File: config.mk
export PLATFORM = sky130hd
export DESIGN_NAME = counter_bus_arbiter
export DESIGN_NICKNAME = d
export VERILOG_FILES = /design/src/rtl/counter_bus_pkg.sv /design/src/rtl/rr_arbiter2.sv /design/src/rtl/counter_bus_arbiter.sv
export SDC_FILE = /design/constraint.sdc
export NUM_CORES = 1
export LEC_CHECK = 0
export BUFFER_PORTS_ARGS = -buffer_cell sky130_fd_sc_hd__buf_2
export CELL_PAD_IN_SITES_DETAIL_PLACEMENT = 2
export CELL_PAD_IN_SITES_GLOBAL_PLACEMENT = 2
export CORE_MARGIN = 2
export CORE_UTILIZATION = 25
export DETAILED_ROUTE_END_ITERATION = 10
export GPL_ROUTABILITY_DRIVEN = 0
export GPL_TIMING_DRIVEN = 0
export PLACE_DENSITY_LB_ADDON = 0.1
export REMOVE_ABC_BUFFERS = 1
export SYNTH_ARGS = -nofsm -noshare
export SYNTH_HDL_FRONTEND = slang
export SYNTH_SLANG_ARGS = --single-unit
File: constraint.sdc
create_clock -name clk_i -period 1.8 [get_ports clk_i]
set_input_delay 0.09 -clock clk_i [delete_from_list [all_inputs] [get_ports clk_i]]
set_output_delay 0.09 -clock clk_i [all_outputs]
set_load 0.01 [all_outputs]
File: src/rtl/counter_bus_pkg.sv
// Shared definitions for the counter bus arbiter.
//   CB_DW     : default width of the shared counter data bus
//   RD_CNT_W  : width of the read-wait down-counter (holds RD_WAIT-1, RD_WAIT <= 15)
//   cb_state_e: transaction FSM state encoding
package counter_bus_pkg;

    localparam int CB_DW    = 34;
    localparam int RD_CNT_W = 4;

    typedef enum logic [2:0] {
        IDLE     = 3'd0,
        W_SETUP  = 3'd1,
        W_STROBE = 3'd2,
        W_HOLD   = 3'd3,
        R_OE     = 3'd4,
        R_SAMPLE = 3'd5,
        R_TURN   = 3'd6,
        DONE     = 3'd7
    } cb_state_e;

endpackage

File: src/rtl/rr_arbiter2.sv
// Two-requester round-robin arbiter.
//   clk_i  : clock (rising edge)
//   rst_n  : synchronous active-low reset
//   req    : request vector, bit n = requester n
//   enable : arbitration allowed this cycle (grant forced to 0 otherwise)
//   grant  : one-hot combinational grant, valid in the cycle req is sampled
//   last   : pointer state, index of the requester granted most recently
module rr_arbiter2 (
    input  logic       clk_i,
    input  logic       rst_n,
    input  logic [1:0] req,
    input  logic       enable,
    output logic [1:0] grant,
    output logic       last
);

    logic last_reg;
    logic last_next;

    always_comb begin
        grant     = 2'b00;
        last_next = last_reg;
        if (enable) begin
            case (req)
                2'b01:   grant = 2'b01;
                2'b10:   grant = 2'b10;
                // On a tie, favour whoever was not served last.
                2'b11:   grant = last_reg ? 2'b01 : 2'b10;
                default: grant = 2'b00;
            endcase
        end
        // Pointer only moves when a grant is actually issued.
        if (grant[0]) begin
            last_next = 1'b0;
        end else if (grant[1]) begin
            last_next = 1'b1;
        end
    end

    // Out of reset requester 1 counts as last served so requester 0 wins the first tie.
    always_ff @(posedge clk_i) begin
        if (!rst_n) begin
            last_reg <= 1'b1;
        end else begin
            last_reg <= last_next;
        end
    end

    assign last = last_reg;

endmodule

File: src/rtl/counter_bus_arbiter.sv
// Arbitrates two requesters onto a shared external counter bus and sequences
// load (write) and read cycles with the required strobe timing.
//   clk_i              : clock (rising edge)
//   rst_n              : synchronous active-low reset
//   req_i[1:0]         : per-requester request, held until its ack
//   wr_i[1:0]          : per-requester op, 1 = load counter, 0 = read counter
//   wdata0_i/wdata1_i  : per-requester load value
//   ack_o[1:0]         : one-cycle completion pulse to the served requester
//   rdata_o            : last value sampled from the counter
//   busy_o             : transaction in progress
//   ctr_oe_n_o         : counter output enable, active-low (registered)
//   ctr_we_n_o         : counter load strobe, active-low (registered)
//   ctr_d_o/ctr_d_oe_o : data toward the counter and its drive enable
//   ctr_d_i            : data returned by the counter
module counter_bus_arbiter
    import counter_bus_pkg::*;
#(
    parameter int DW      = CB_DW,
    parameter int RD_WAIT = 2
) (
    input  logic          clk_i,
    input  logic          rst_n,
    input  logic [1:0]    req_i,
    input  logic [1:0]    wr_i,
    input  logic [DW-1:0] wdata0_i,
    input  logic [DW-1:0] wdata1_i,
    output logic [1:0]    ack_o,
    output logic [DW-1:0] rdata_o,
    output logic          busy_o,
    output logic          ctr_oe_n_o,
    output logic          ctr_we_n_o,
    output logic [DW-1:0] ctr_d_o,
    output logic          ctr_d_oe_o,
    input  logic [DW-1:0] ctr_d_i
);

    cb_state_e             state_reg, state_next;
    logic [1:0]            gnt_reg, gnt_next;
    logic                  wr_reg, wr_next;
    logic [DW-1:0]         wdata_reg, wdata_next;
    logic [RD_CNT_W-1:0]   cnt_reg, cnt_next;
    logic [DW-1:0]         rdata_reg;
    logic                  oe_n_reg, oe_n_next;
    logic                  we_n_reg, we_n_next;
    logic                  d_oe_reg, d_oe_next;
    logic [1:0]            ack_reg, ack_next;

    logic [1:0]            arb_grant;
    logic                  arb_en;
    logic                  rr_last;

    assign arb_en = (state_reg == IDLE);

    rr_arbiter2 u_rr_arbiter2 (
        .clk_i  (clk_i),
        .rst_n  (rst_n),
        .req    (req_i),
        .enable (arb_en),
        .grant  (arb_grant),
        .last   (rr_last)
    );

    // Next-state logic. Request, op and data are latched at grant so later
    // changes on the requester side cannot disturb the transaction.
    always_comb begin
        state_next = state_reg;
        gnt_next   = gnt_reg;
        wr_next    = wr_reg;
        wdata_next = wdata_reg;
        cnt_next   = cnt_reg;
        case (state_reg)
            IDLE: begin
                if (arb_grant != 2'b00) begin
                    gnt_next = arb_grant;
                    wr_next  = arb_grant[1] ? wr_i[1] : wr_i[0];
                    if (wr_next) begin
                        wdata_next = arb_grant[1] ? wdata1_i : wdata0_i;
                        state_next = W_SETUP;
                    end else begin
                        cnt_next   = RD_CNT_W'(RD_WAIT - 1);
                        state_next = R_OE;
                    end
                end
            end
            W_SETUP:  state_next = W_STROBE;
            W_STROBE: state_next = W_HOLD;
            W_HOLD:   state_next = DONE;
            R_OE: begin
                // Counter runs RD_WAIT-1 .. 0, giving RD_WAIT cycles of OE before sampling.
                if (cnt_reg == '0) begin
                    state_next = R_SAMPLE;
                end else begin
                    cnt_next = cnt_reg - 1'b1;
                end
            end
            R_SAMPLE: state_next = R_TURN;
            R_TURN:   state_next = DONE;
            DONE:     state_next = IDLE;
            default:  state_next = IDLE;
        endcase
    end

    // Pad strobes are decoded from the next state and registered, so each
    // strobe lines up exactly with its state and comes straight from a flop.
    always_comb begin
        oe_n_next = 1'b1;
        we_n_next = 1'b1;
        d_oe_next = 1'b0;
        ack_next  = 2'b00;
        case (state_next)
            W_SETUP:  d_oe_next = 1'b1;
            W_STROBE: begin
                d_oe_next = 1'b1;
                we_n_next = 1'b0;
            end
            W_HOLD:   d_oe_next = 1'b1;
            R_OE:     oe_n_next = 1'b0;
            R_SAMPLE: oe_n_next = 1'b0;
            DONE:     ack_next  = gnt_next;
            default: begin
                oe_n_next = 1'b1;
                we_n_next = 1'b1;
            end
        endcase
    end

    always_ff @(posedge clk_i) begin
        if (!rst_n) begin
            state_reg <= IDLE;
            gnt_reg   <= 2'b00;
            wr_reg    <= 1'b0;
            wdata_reg <= '0;
            cnt_reg   <= '0;
            rdata_reg <= '0;
            oe_n_reg  <= 1'b1;
            we_n_reg  <= 1'b1;
            d_oe_reg  <= 1'b0;
            ack_reg   <= 2'b00;
        end else begin
            state_reg <= state_next;
            gnt_reg   <= gnt_next;
            wr_reg    <= wr_next;
            wdata_reg <= wdata_next;
            cnt_reg   <= cnt_next;
            oe_n_reg  <= oe_n_next;
            we_n_reg  <= we_n_next;
            d_oe_reg  <= d_oe_next;
            ack_reg   <= ack_next;
            if (state_reg == R_SAMPLE) begin
                rdata_reg <= ctr_d_i;
            end
        end
    end

    assign ack_o      = ack_reg;
    assign rdata_o    = rdata_reg;
    assign busy_o     = (state_reg != IDLE);
    assign ctr_oe_n_o = oe_n_reg;
    assign ctr_we_n_o = we_n_reg;
    assign ctr_d_o    = wdata_reg;
    assign ctr_d_oe_o = d_oe_reg;

    // The arbiter pointer and the latched grant move together, so while a
    // transaction is active they must agree.
    a_ptr_matches_grant: assert property (@(posedge clk_i) disable iff (!rst_n)
        (state_reg != IDLE) |-> (rr_last == gnt_reg[1]));

    // Never drive the bus while the counter is enabled onto it.
    a_no_bus_fight: assert property (@(posedge clk_i) disable iff (!rst_n)
        !(ctr_d_oe_o && !ctr_oe_n_o));

endmodule

=== Word level (Yosys, flattened, before mapping) ===
Index checks and enable logic that the tools add are counted.
Widths: inputs -> output; s select.

* Bits in writable memories: 0
* Register bits after elaboration: 83
* Bits in read-only memories: 0
* Bits in latches: 0
* Memories kept: 0
* Input bits: 108

* Divide/modulo/power cells: 0
* Equal/unequal tests: 19
* Magnitude comparators: 0
* Muxes and demuxes: 20
* Multiply operators: 0
* Shift operators: 0
* Reduce and logical (&&, ||, !) cells: 11
* Bitwise operators: 0
* Add/subtract/negate cells: 1

{| class="wikitable"
|+ Operators with widths
! operator !! count
|-
| $mux 34 || 1
|-
| $eq 3x3->1 const B || 7
|-
| $pmux 3 s7 || 1
|-
| $eq 3x2->1 const B || 4
|-
| $mux 4 || 3
|-
| $mux 3 || 3
|-
| $mux 2 || 4
|-
| $pmux 4 s2 || 1
|-
| $eq 3x1->1 const B || 2
|-
| $mux 1 || 6
|-
| $pmux 2 s3 || 1
|-
| $eq 2x2->1 const B || 2
|-
| $logic_not 4->1 || 1
|-
| $ne 2x2->1 const B || 2
|-
| $reduce_and 4->1 || 1
|-
| $reduce_bool 2->1 || 2
|-
| $reduce_or 2->1 || 2
|-
| $sub 4x1->4 const B || 1
|-
| $logic_not 3->1 || 1
|-
| $reduce_and 3->1 || 1
|-
| $reduce_bool 3->1 || 1
|-
| $reduce_or 3->1 || 1
|-
| $eq 2x1->1 const B || 1
|-
| $ne 2x1->1 const B || 1
|-
| $reduce_and 2->1 || 1
|}

=== Longest topological paths before layout ===
Gate-level depths: netlist (run 1).

* Depth after elaboration: 10
* Mapped depth: 8
* Depth with buffers taken out: 6

=== Modules after synthesis ===
Synthesis (run 1) repeated with hierarchy kept, for this count alone.

* Cells, all modules: 430
* Area, all modules: 3716.1 µm²

{| class="wikitable"
|+ Modules (own cells, without submodules)
! module !! cells each !! area each (µm²) !! times used !! sequential area each (µm²)
|-
| counter_bus_arbiter || 422 || 3659.8 || 1 || 1641.6
|-
| rr_arbiter2 || 8 || 56.3 || 1 || 20.0
|}

=== Worst setup path before layout (run 1) ===
No wires, ideal clock.

* Kind: register to register
* Start point: register u_rr_arbiter2.last_reg, in the netlist u_rr_arbiter2.last
* End point: register wdata_reg[0], in the netlist ctr_d_o[0]
* Period minus slack after synthesis: 1571 ps
* Path slack: 229 ps
* Stages on the path, launching flop included: 8
* Data arrival time: 1455 ps
* Cell sequence: dfxtp_1 -> nand2b_1 -> a32o_1 -> buf_6 -> and2_4 -> buf_6 -> buf_6 -> o211a_1

* Cells in the longest elaborated chain, start to end: 5
* Elaborated cells on any way between the ends: 7
* Those cells by class: mux: 5; reduce/logical: 2

{| class="wikitable"
|+ Ends and longest elaborated chain
! item !! line !! source
|-
| start, declared || rr_arbiter2.sv:17 || <nowiki>logic last_reg;</nowiki>
|-
| start signal, assigned || rr_arbiter2.sv:45 || <nowiki>last_reg <= last_next;</nowiki>
|-
| $mux 2 (*) || rr_arbiter2.sv:28 || <nowiki>2'b11: grant = last_reg ? 2'b01 : 2'b10;</nowiki>
|-
| $pmux 2 s3 (*) || rr_arbiter2.sv:24 || <nowiki>case (req)</nowiki>
|-
| $mux 2 (*) || rr_arbiter2.sv:23 || <nowiki>if (enable) begin</nowiki>
|-
| $reduce_bool 2->1 (no line) or $mux 1 (tied branches) || n/a ||
|-
| $reduce_and 3->1 (no line) || n/a ||
|-
| end signal, assigned || counter_bus_arbiter.sv:143 || <nowiki>wdata_reg <= wdata_next;</nowiki>
|-
| end, declared || counter_bus_arbiter.sv:40 || <nowiki>logic [DW-1:0] wdata_reg, wdata_next;</nowiki>
|}

Mark *: on every way between the ends. The rest lies on a longest branch, timed or not.
A chain may end at the register's enable or synchronous reset.

=== Final worst setup path (run 1) ===
* Start point: register cnt_reg[0]
* End point: register cnt_reg[3]

* Cells in the longest elaborated chain, start to end: 3
* Elaborated cells on any way between the ends: 6
* Those cells by class: add/sub: 1; eq/ne: 1; mux: 2; reduce/logical: 2

{| class="wikitable"
|+ Ends and longest elaborated chain
! item !! line !! source
|-
| start, declared || counter_bus_arbiter.sv:41 || <nowiki>logic [RD_CNT_W-1:0] cnt_reg, cnt_next;</nowiki>
|-
| start signal, assigned || counter_bus_arbiter.sv:144 || <nowiki>cnt_reg <= cnt_next;</nowiki>
|-
| $sub 4x1->4 or $logic_not 4->1 (tied branches) || counter_bus_arbiter.sv:93, counter_bus_arbiter.sv:90 ||
|-
| $mux 4 or $ne 2x2->1 (tied branches) || n/a ||
|-
| $pmux 4 s2 or $reduce_and 4->1 (tied branches) || n/a ||
|}

Several ways; a longest one is shown, not always the timed one. The select of a mux whose other input is x is not followed.

==> results of run 1 <==
## how the worst max path moves through the flow
| stage | from | endpoint | slack [ns] | depth (start not counted) |
|---|---|---|---|---|
| 3_5_place_dp | u_rr_arbiter2.last$_SDFFE_PN1N_ | ctr_d_o[31]$_SDFFE_PN0P_ | -0.89 | 4 |
| 6_report | cnt_reg[0]$_SDFFE_PN0P_ | cnt_reg[3]$_SDFFE_PN0P_ | 0.12 | 6 |
| 4_1_cts | u_rr_arbiter2.last$_SDFFE_PN1N_ | cnt_reg[3]$_SDFFE_PN0P_ | 0.004 | 4 |
| 3_3_place_gp | req_i[0] | ctr_d_o[12]$_SDFFE_PN0P_ | -3.94 | 5 |
| 5_1_grt | u_rr_arbiter2.last$_SDFFE_PN1N_ | ctr_d_o[6]$_SDFFE_PN0P_ | -0.0001 | 6 |
| 2_1_floorplan | u_rr_arbiter2.last$_SDFFE_PN1N_ | ctr_d_o[0]$_SDFFE_PN0P_ | -2.43 | 4 |
## Yosys cell counts, drive strengths merged (5+ instances only)
library cell   n  area (µm²)
clkbuf        25        93.8
nand2         75         282
nor2b          6        37.5
o211a         34         340
buf           10        87.6
nand3         36         180
inv            5        18.8
dfxtp         83        1660
a21boi        38         285
mux2i         34         340
nor2           5        18.8
o21ai          6        30.0
a21oi          5        25.0
## through the flow
stage | setup TNS, ns | area (µm²) | utilization [%] | worst slack (ns)
2_1_floorplan | -103.69 | 3430 | - | -2.43
3_3_place_gp | -185.88 | 4570 | 32.6 | -3.94
3_5_place_dp | -50.99 | 4630 | 33.1 | -0.892
4_1_cts | 0 | 5350 | 38.3 | 0.00419
5_1_grt | -0.000109 | 5380 | 38.4 | -0.000109
6_report | 0 | 5380 | 38.4 | 0.119
## layout by cell type (no fill, tap or decap), types with 2 or more instances in the layout
cell             n
nand3_1         36
o31ai_1          2
nor3b_1          2
buf_8            2
a32o_4           2
nor2_1           5
inv_1            4
or3_1            2
ha_1             2
buf_4            5
o211a_1         34
clkinv_2         3
a21boi_1        32
and2_4           4
a21boi_0         5
nand2_1         74
mux2i_1         33
dlygate4sd3_1   31
buf_2          180
a21oi_1          5
dfxtp_2          3
clkbuf_16        9
nor2b_1          5
o21ai_0          5
or4_1            2
buf_12           2
dfxtp_1         80
## kinds of logic after synthesis
family | after synthesis | synth area share, %
flip-flops | 83 | 46.0
multiplexers | 34 | 9.41
buffers and inverters | 40 | 5.54
AO/OA/AOI/OAI | 92 | 20.9
adder cells (fa/ha/maj) | 2 | 0.692
XOR/XNOR | 1 | 0.242
AND/OR/NAND/NOR | 137 | 17.3
## critical path, cell delays in order (launching register included)
cell and delay (ns):
dfxtp_2 0.34, inv_1 0.07, ha_1 0.22, nor4bb_2 0.19
nand2b_4 0.16, or4_1 0.48, a21oi_1 0.15
## per-layer routing
| metal | global-route usage, % | vias to the layer above |
|---|---|---|
| li1 | - | 1768 |
| met1 | 21.5 | 1736 |
| met2 | 29.3 | 137 |
| met3 | 4.47 | 11 |
| met4 | 5.75 | 0 |
| met5 | 0 | - |
## power by group through the flow
stage | sequential (mW) | combinational, mW | clock [mW]
4_1_cts | 2.26 | 1.66 | 1.94
3_5_place_dp | 2.29 | 1.49 | 0
6_report | 2.27 | 1.63 | 1.87
2_1_floorplan | 2.35 | 0.715 | 0
3_3_place_gp | 2.27 | 1.40 | 0
5_1_grt | 2.30 | 1.81 | 2.01
## final cells by class
class	count	area share, %
clock buffers	11	4.51
clock inverters	5	0.977
inverters	5	0.349
repair buffers	220	24.5
flip-flops and latches	83	31.0
well taps	180	4.19
multi-input cells	269	34.5
## timing repair
action,CTS,global route
resized for setup,12,7
cloned,3,0
pin swaps,5,2
endpoints found under the setup margin,74,26
hold buffers,31,0
setup buffers,5,0
endpoints found under the hold margin,31,0
==> results.sh, run 1 <==
export IMPL_status="finished, final reports clean"
export IMPL_io_pins=182
export IMPL_wl_met2_mm=6.40
export IMPL_clock_sinks=83
export IMPL_synth_distinct_cells=38
export IMPL_hpwl_mm=8.40
export IMPL_placed_cells=718
export IMPL_rows=43
export IMPL_syn_inst=389
export IMPL_die_x_um=124
export IMPL_p_leak_nw=2.76
export IMPL_cp_end_kind="flop"
export IMPL_multi_input_area_mm2=0.00185
export IMPL_die_height_um=124
export IMPL_tightest_slew_ns=0.773
export IMPL_switchingPower_mw=1.84
export IMPL_rrSetupSlack_ns=0.12
export IMPL_grt_max_degree=80
export IMPL_syn_area_per_cell_um2=9.30
export IMPL_stdcell_count=773
export IMPL_synth_async_reset_ratio_pct=0
export IMPL_coreArea_mm2=0.0140
export IMPL_grt_pass1_wl_mm=21.4
export IMPL_post_route_period_util_pct=93.4
export IMPL_drtPass1Iterations=4
export IMPL_drt_iter0_drc=119
export IMPL_num_vias=3652
export IMPL_cap_viol_max_count=0
export IMPL_cts_root_buffer="clkbuf_16"
export IMPL_hold_worst_slack_ns=0.00321
export IMPL_syn_area_mm2=0.00362
export IMPL_power_internal_mw=3.93
export IMPL_vdd_drop_max_mv=0.438
export IMPL_fmax_mhz=595
export IMPL_grtUsageTotal_pct=17.3
export IMPL_htree_levels=3
export IMPL_drc_errors=0
export IMPL_clock_latency_ns=0.34
export IMPL_layout_min_cycle_time_ns=1.68
export IMPL_setup_violations=0
export IMPL_sw_frac_of_total_pct=32.0
export IMPL_wl_met3_um=839
export IMPL_antenna_found_initial=0
export IMPL_hold_violations=0
export IMPL_cp_max_fo=5
export IMPL_nFillCells=1571
export IMPL_ys_flop_type="dfxtp_1"
export IMPL_numPortBuffers=181
export IMPL_design_die_area_mm2=0.0154
export IMPL_top_layer_used="met4"
export IMPL_worstSetupStartpointType="flop"
export IMPL_grt_pass1_vias=3932
export IMPL_ff2ff_path_depth=6
export IMPL_wl_per_cell_um=17.4
export IMPL_avgViaCountPerCell=4.72
export IMPL_min_to="rdata_o[22]$_SDFFE_PN0P_"
export IMPL_synth_edf_count=0
export IMPL_overflow=0
export IMPL_min_path_cells=3
export IMPL_reg2reg_from="cnt_reg[0]$_SDFFE_PN0P_"
export IMPL_hold_path_startpoint="ctr_d_i[22]"
export IMPL_share_comb_of_total_power_pct=28.2
export IMPL_clock_path_buffers=2
export IMPL_start_util_pct=25.8
export IMPL_hold_class="primary input to flop"
export IMPL_area_growth_syn_to_layout_pct=48.7
export IMPL_crit_required_ns=2.07
export IMPL_max_slew_margin_pct=48.5
export IMPL_ys_seq_area_share_pct=46.0
export IMPL_r2r_end="cnt_reg[3]$_SDFFE_PN0P_"
export IMPL_antenna_cells=0
export IMPL_numCtsBuffers=9
export IMPL_finalMaxSlewViolations=0
export IMPL_path_class="flop to flop"
export IMPL_p_seq_share_pct=39.3
export IMPL_cts_tree="built"
export IMPL_clockPowerShare_pct=32.5
export IMPL_postRouteAntennaNets=0
export IMPL_power_mw=5.77
export IMPL_clk_pin_slew_ns=0.06
export IMPL_yosys_warnings=0
export IMPL_m1WireLength_mm=6.01
export IMPL_p_per_area_mw_per_mm2=1070
export IMPL_routed_wl_mm=13.4
export IMPL_drive_above_1_share_pct=37.4
export IMPL_critPathArrivalTime_ns=1.95
export IMPL_skew_ns=0.00405
export IMPL_register_area_mm2=0.00167
export IMPL_ys_ff_latch=83
export IMPL_num_nets_final=698
(Power assumes the default switching activity.)
==> inputs of run 2 (changes only) <==
- CAP_MARGIN: default -> 20
- CELL_PAD_IN_SITES_DETAIL_PLACEMENT: 2 -> default
- CELL_PAD_IN_SITES_GLOBAL_PLACEMENT: 2 -> default
- CORE_UTILIZATION: 25 -> 46
- PLACE_DENSITY: default -> 0.81
- PLACE_DENSITY_LB_ADDON: 0.1 -> default
==> results.sh, run 2 (synthesis results as in run 1) <==
export IMPL_final_cell_area_mm2=0.00516
export IMPL_postLayoutCoreUtil_pct=67.2
export IMPL_power_internal_mw=3.37
export IMPL_hpwl_mm=6.78
export IMPL_fmax_mhz=572
export IMPL_setup_violations=0
export IMPL_start_util_pct=47.0
export IMPL_numPortBuffers=181
export IMPL_clockPowerShare_pct=24.5
export IMPL_hold_class="primary input to flop"
export IMPL_nFillCells=597
export IMPL_drt_iter0_drc=87
export IMPL_clock_sinks=83
export IMPL_grt_pass1_vias=3523
export IMPL_cp_slowest_stage_delay_ns=0.49
export IMPL_hold_violations=0
export IMPL_area_growth_syn_to_layout_pct=42.8
export IMPL_num_vias=3660
export IMPL_final_common_cell="buf_2"
export IMPL_routed_wl_mm=10.7
export IMPL_switchingPower_mw=1.70
export IMPL_numCtsBuffers=9
export IMPL_sw_frac_of_total_pct=33.5
export IMPL_htree_levels=3
export IMPL_p_per_area_mw_per_mm2=981
export IMPL_vdd_drop_max_mv=0.511
export IMPL_p_seq_share_pct=44.6
export IMPL_coreArea_mm2=0.00769
export IMPL_rows=32
export IMPL_antenna_cells=0
export IMPL_skew_ns=0.00949
export IMPL_setup_ws_ns=0.0514
export IMPL_grtUsageTotal_pct=24.4
export IMPL_pre_cts_ws_ns=-0.782
export IMPL_min_path_cells=3
export IMPL_rrSetupSlack_ns=0.05
export IMPL_drtPass1Iterations=5
export IMPL_power_mw=5.07
export IMPL_clk_pin_slew_ns=0.09
export IMPL_met3_usage_pct=7.24
export IMPL_drive_above_1_share_pct=36.8
export IMPL_finalMaxSlewViolations=0
export IMPL_ff2ff_path_depth=6
export IMPL_r2r_end="cnt_reg[3]$_SDFFE_PN0P_"
export IMPL_die_x_um=92.7
export IMPL_place_area_mm2=0.00457
export IMPL_crit_required_ns=2.08
export IMPL_cp_max_fo=5
export IMPL_layout_min_cycle_time_ns=1.75
export IMPL_p_leak_nw=2.71
export IMPL_design_die_area_mm2=0.00859
export IMPL_avgViaCountPerCell=5.25
export IMPL_crit_slowest_cell="or4_1"
export IMPL_cap_viol_max_count=0
export IMPL_worstSetupStartpointType="flop"
export IMPL_grt_use_met2_pct=42.5
export IMPL_io_pins=182
export IMPL_die_height_um=92.7
export IMPL_antenna_found_initial=0
export IMPL_postRouteAntennaNets=0
export IMPL_busiest_layer="met2"
export IMPL_placed_cells=641
export IMPL_reg2reg_from="cnt_reg[0]$_SDFFE_PN0P_"
export IMPL_grt_pass1_wl_mm=16.7
export IMPL_worstPathCellList="inv_1 > ha_1 > nor4bb_1 > nand2b_1 > or4_1 > a21oi_1"
export IMPL_final_cell_mix="buf_2 (181), dfxtp_1 (81), nand2_1 (74)"
export IMPL_clock_latency_ns=0.34
export IMPL_drc_errors=0
export IMPL_min_to="rdata_o[21]$_SDFFE_PN0P_"
export IMPL_hold_path_startpoint="ctr_d_i[21]"
export IMPL_path_class="flop to flop"
export IMPL_finalSetupTns_ns=0
export IMPL_tightest_slew_ns=0.670
export IMPL_hold_worst_slack_ns=0.0402
export IMPL_grt_max_degree=44
export IMPL_overflow=0
export IMPL_share_comb_of_total_power_pct=30.9
export IMPL_critPathArrivalTime_ns=2.02
export IMPL_num_nets_final=700
export IMPL_cts_tree="built"
export IMPL_max_slew_margin_pct=55.1
export IMPL_status="finished, final reports clean"
export IMPL_gr_usage_met1_pct=28.9
export IMPL_stdcell_count=697
export IMPL_wl_per_cell_um=15.3
export IMPL_cp_end_kind="flop"
export IMPL_post_route_period_util_pct=97.1
export IMPL_cts_root_buffer="clkbuf_8"
export IMPL_clock_path_buffers=2
-- run 2: per-layer routing --
layer  vias up  share of wire [%]
met3        11                9.6
met4         0                1.1
li1       1774                  -
met2       166                 47
met5         -                  0
met1      1709                 42
-- run 2: worst max-delay path, delay by kind of cell, from the launching register on --
kind | cells | cell delay [ns]
buffers and inverters | 1 | 0.09
AO/OA/AOI/OAI | 1 | 0.15
flip-flops | 1 | 0.38
adder cells (fa/ha/maj) | 1 | 0.21
AND/OR/NAND/NOR | 3 | 0.85
-- run 2: cell type report --
| cell class | instances | area (µm²) | area share (%) |
|---|---|---|---|
| clock buffers | 10 | 138 | 2.66 |
| clock inverters | 6 | 48.8 | 0.945 |
| inverters | 5 | 18.8 | 0.363 |
| multi-input cells | 268 | 1810 | 35.1 |
| flip-flops and latches | 83 | 1660 | 32.2 |
| well taps | 102 | 128 | 2.47 |
| repair buffers | 223 | 1350 | 26.2 |
-- run 2: how the worst max path moves through the flow --
stage	endpoint	cells past startpoint	start	slack (ns)
after CTS	rdata_o[33]$_SDFFE_PN0P_	4	state_reg[0]$_SDFF_PN0_	-0.01
after detailed placement	ctr_d_o[7]$_SDFFE_PN0P_	5	u_rr_arbiter2.last$_SDFFE_PN1N_	-0.78
final	cnt_reg[3]$_SDFFE_PN0P_	6	cnt_reg[0]$_SDFFE_PN0P_	0.05
after global routing	cnt_reg[3]$_SDFFE_PN0P_	6	cnt_reg[0]$_SDFFE_PN0P_	-0.01
after global placement	ctr_d_o[12]$_SDFFE_PN0P_	5	req_i[0]	-3.62
after floorplan	ctr_d_o[0]$_SDFFE_PN0P_	4	u_rr_arbiter2.last$_SDFFE_PN1N_	-2.43
-- run 2: power groups by stage --
stage,combinational (mW),clock [mW],sequential [mW]
global placement,1.31,0,2.26
finish,1.56,1.24,2.26
floorplan,0.715,0,2.35
global route,1.71,1.37,2.30
CTS,1.55,1.29,2.26
detailed placement,1.41,0,2.28
-- run 2: what timing repair did --
action                                  in CTS  in global routing
cloned                                       2                  0
buffers inserted                             4                  2
gates resized for setup                      7                  3
pin swaps                                    3                  1
hold buffers                                32                  0
hold endpoints to repair                    32                  0
endpoints found under the setup margin      76                 68
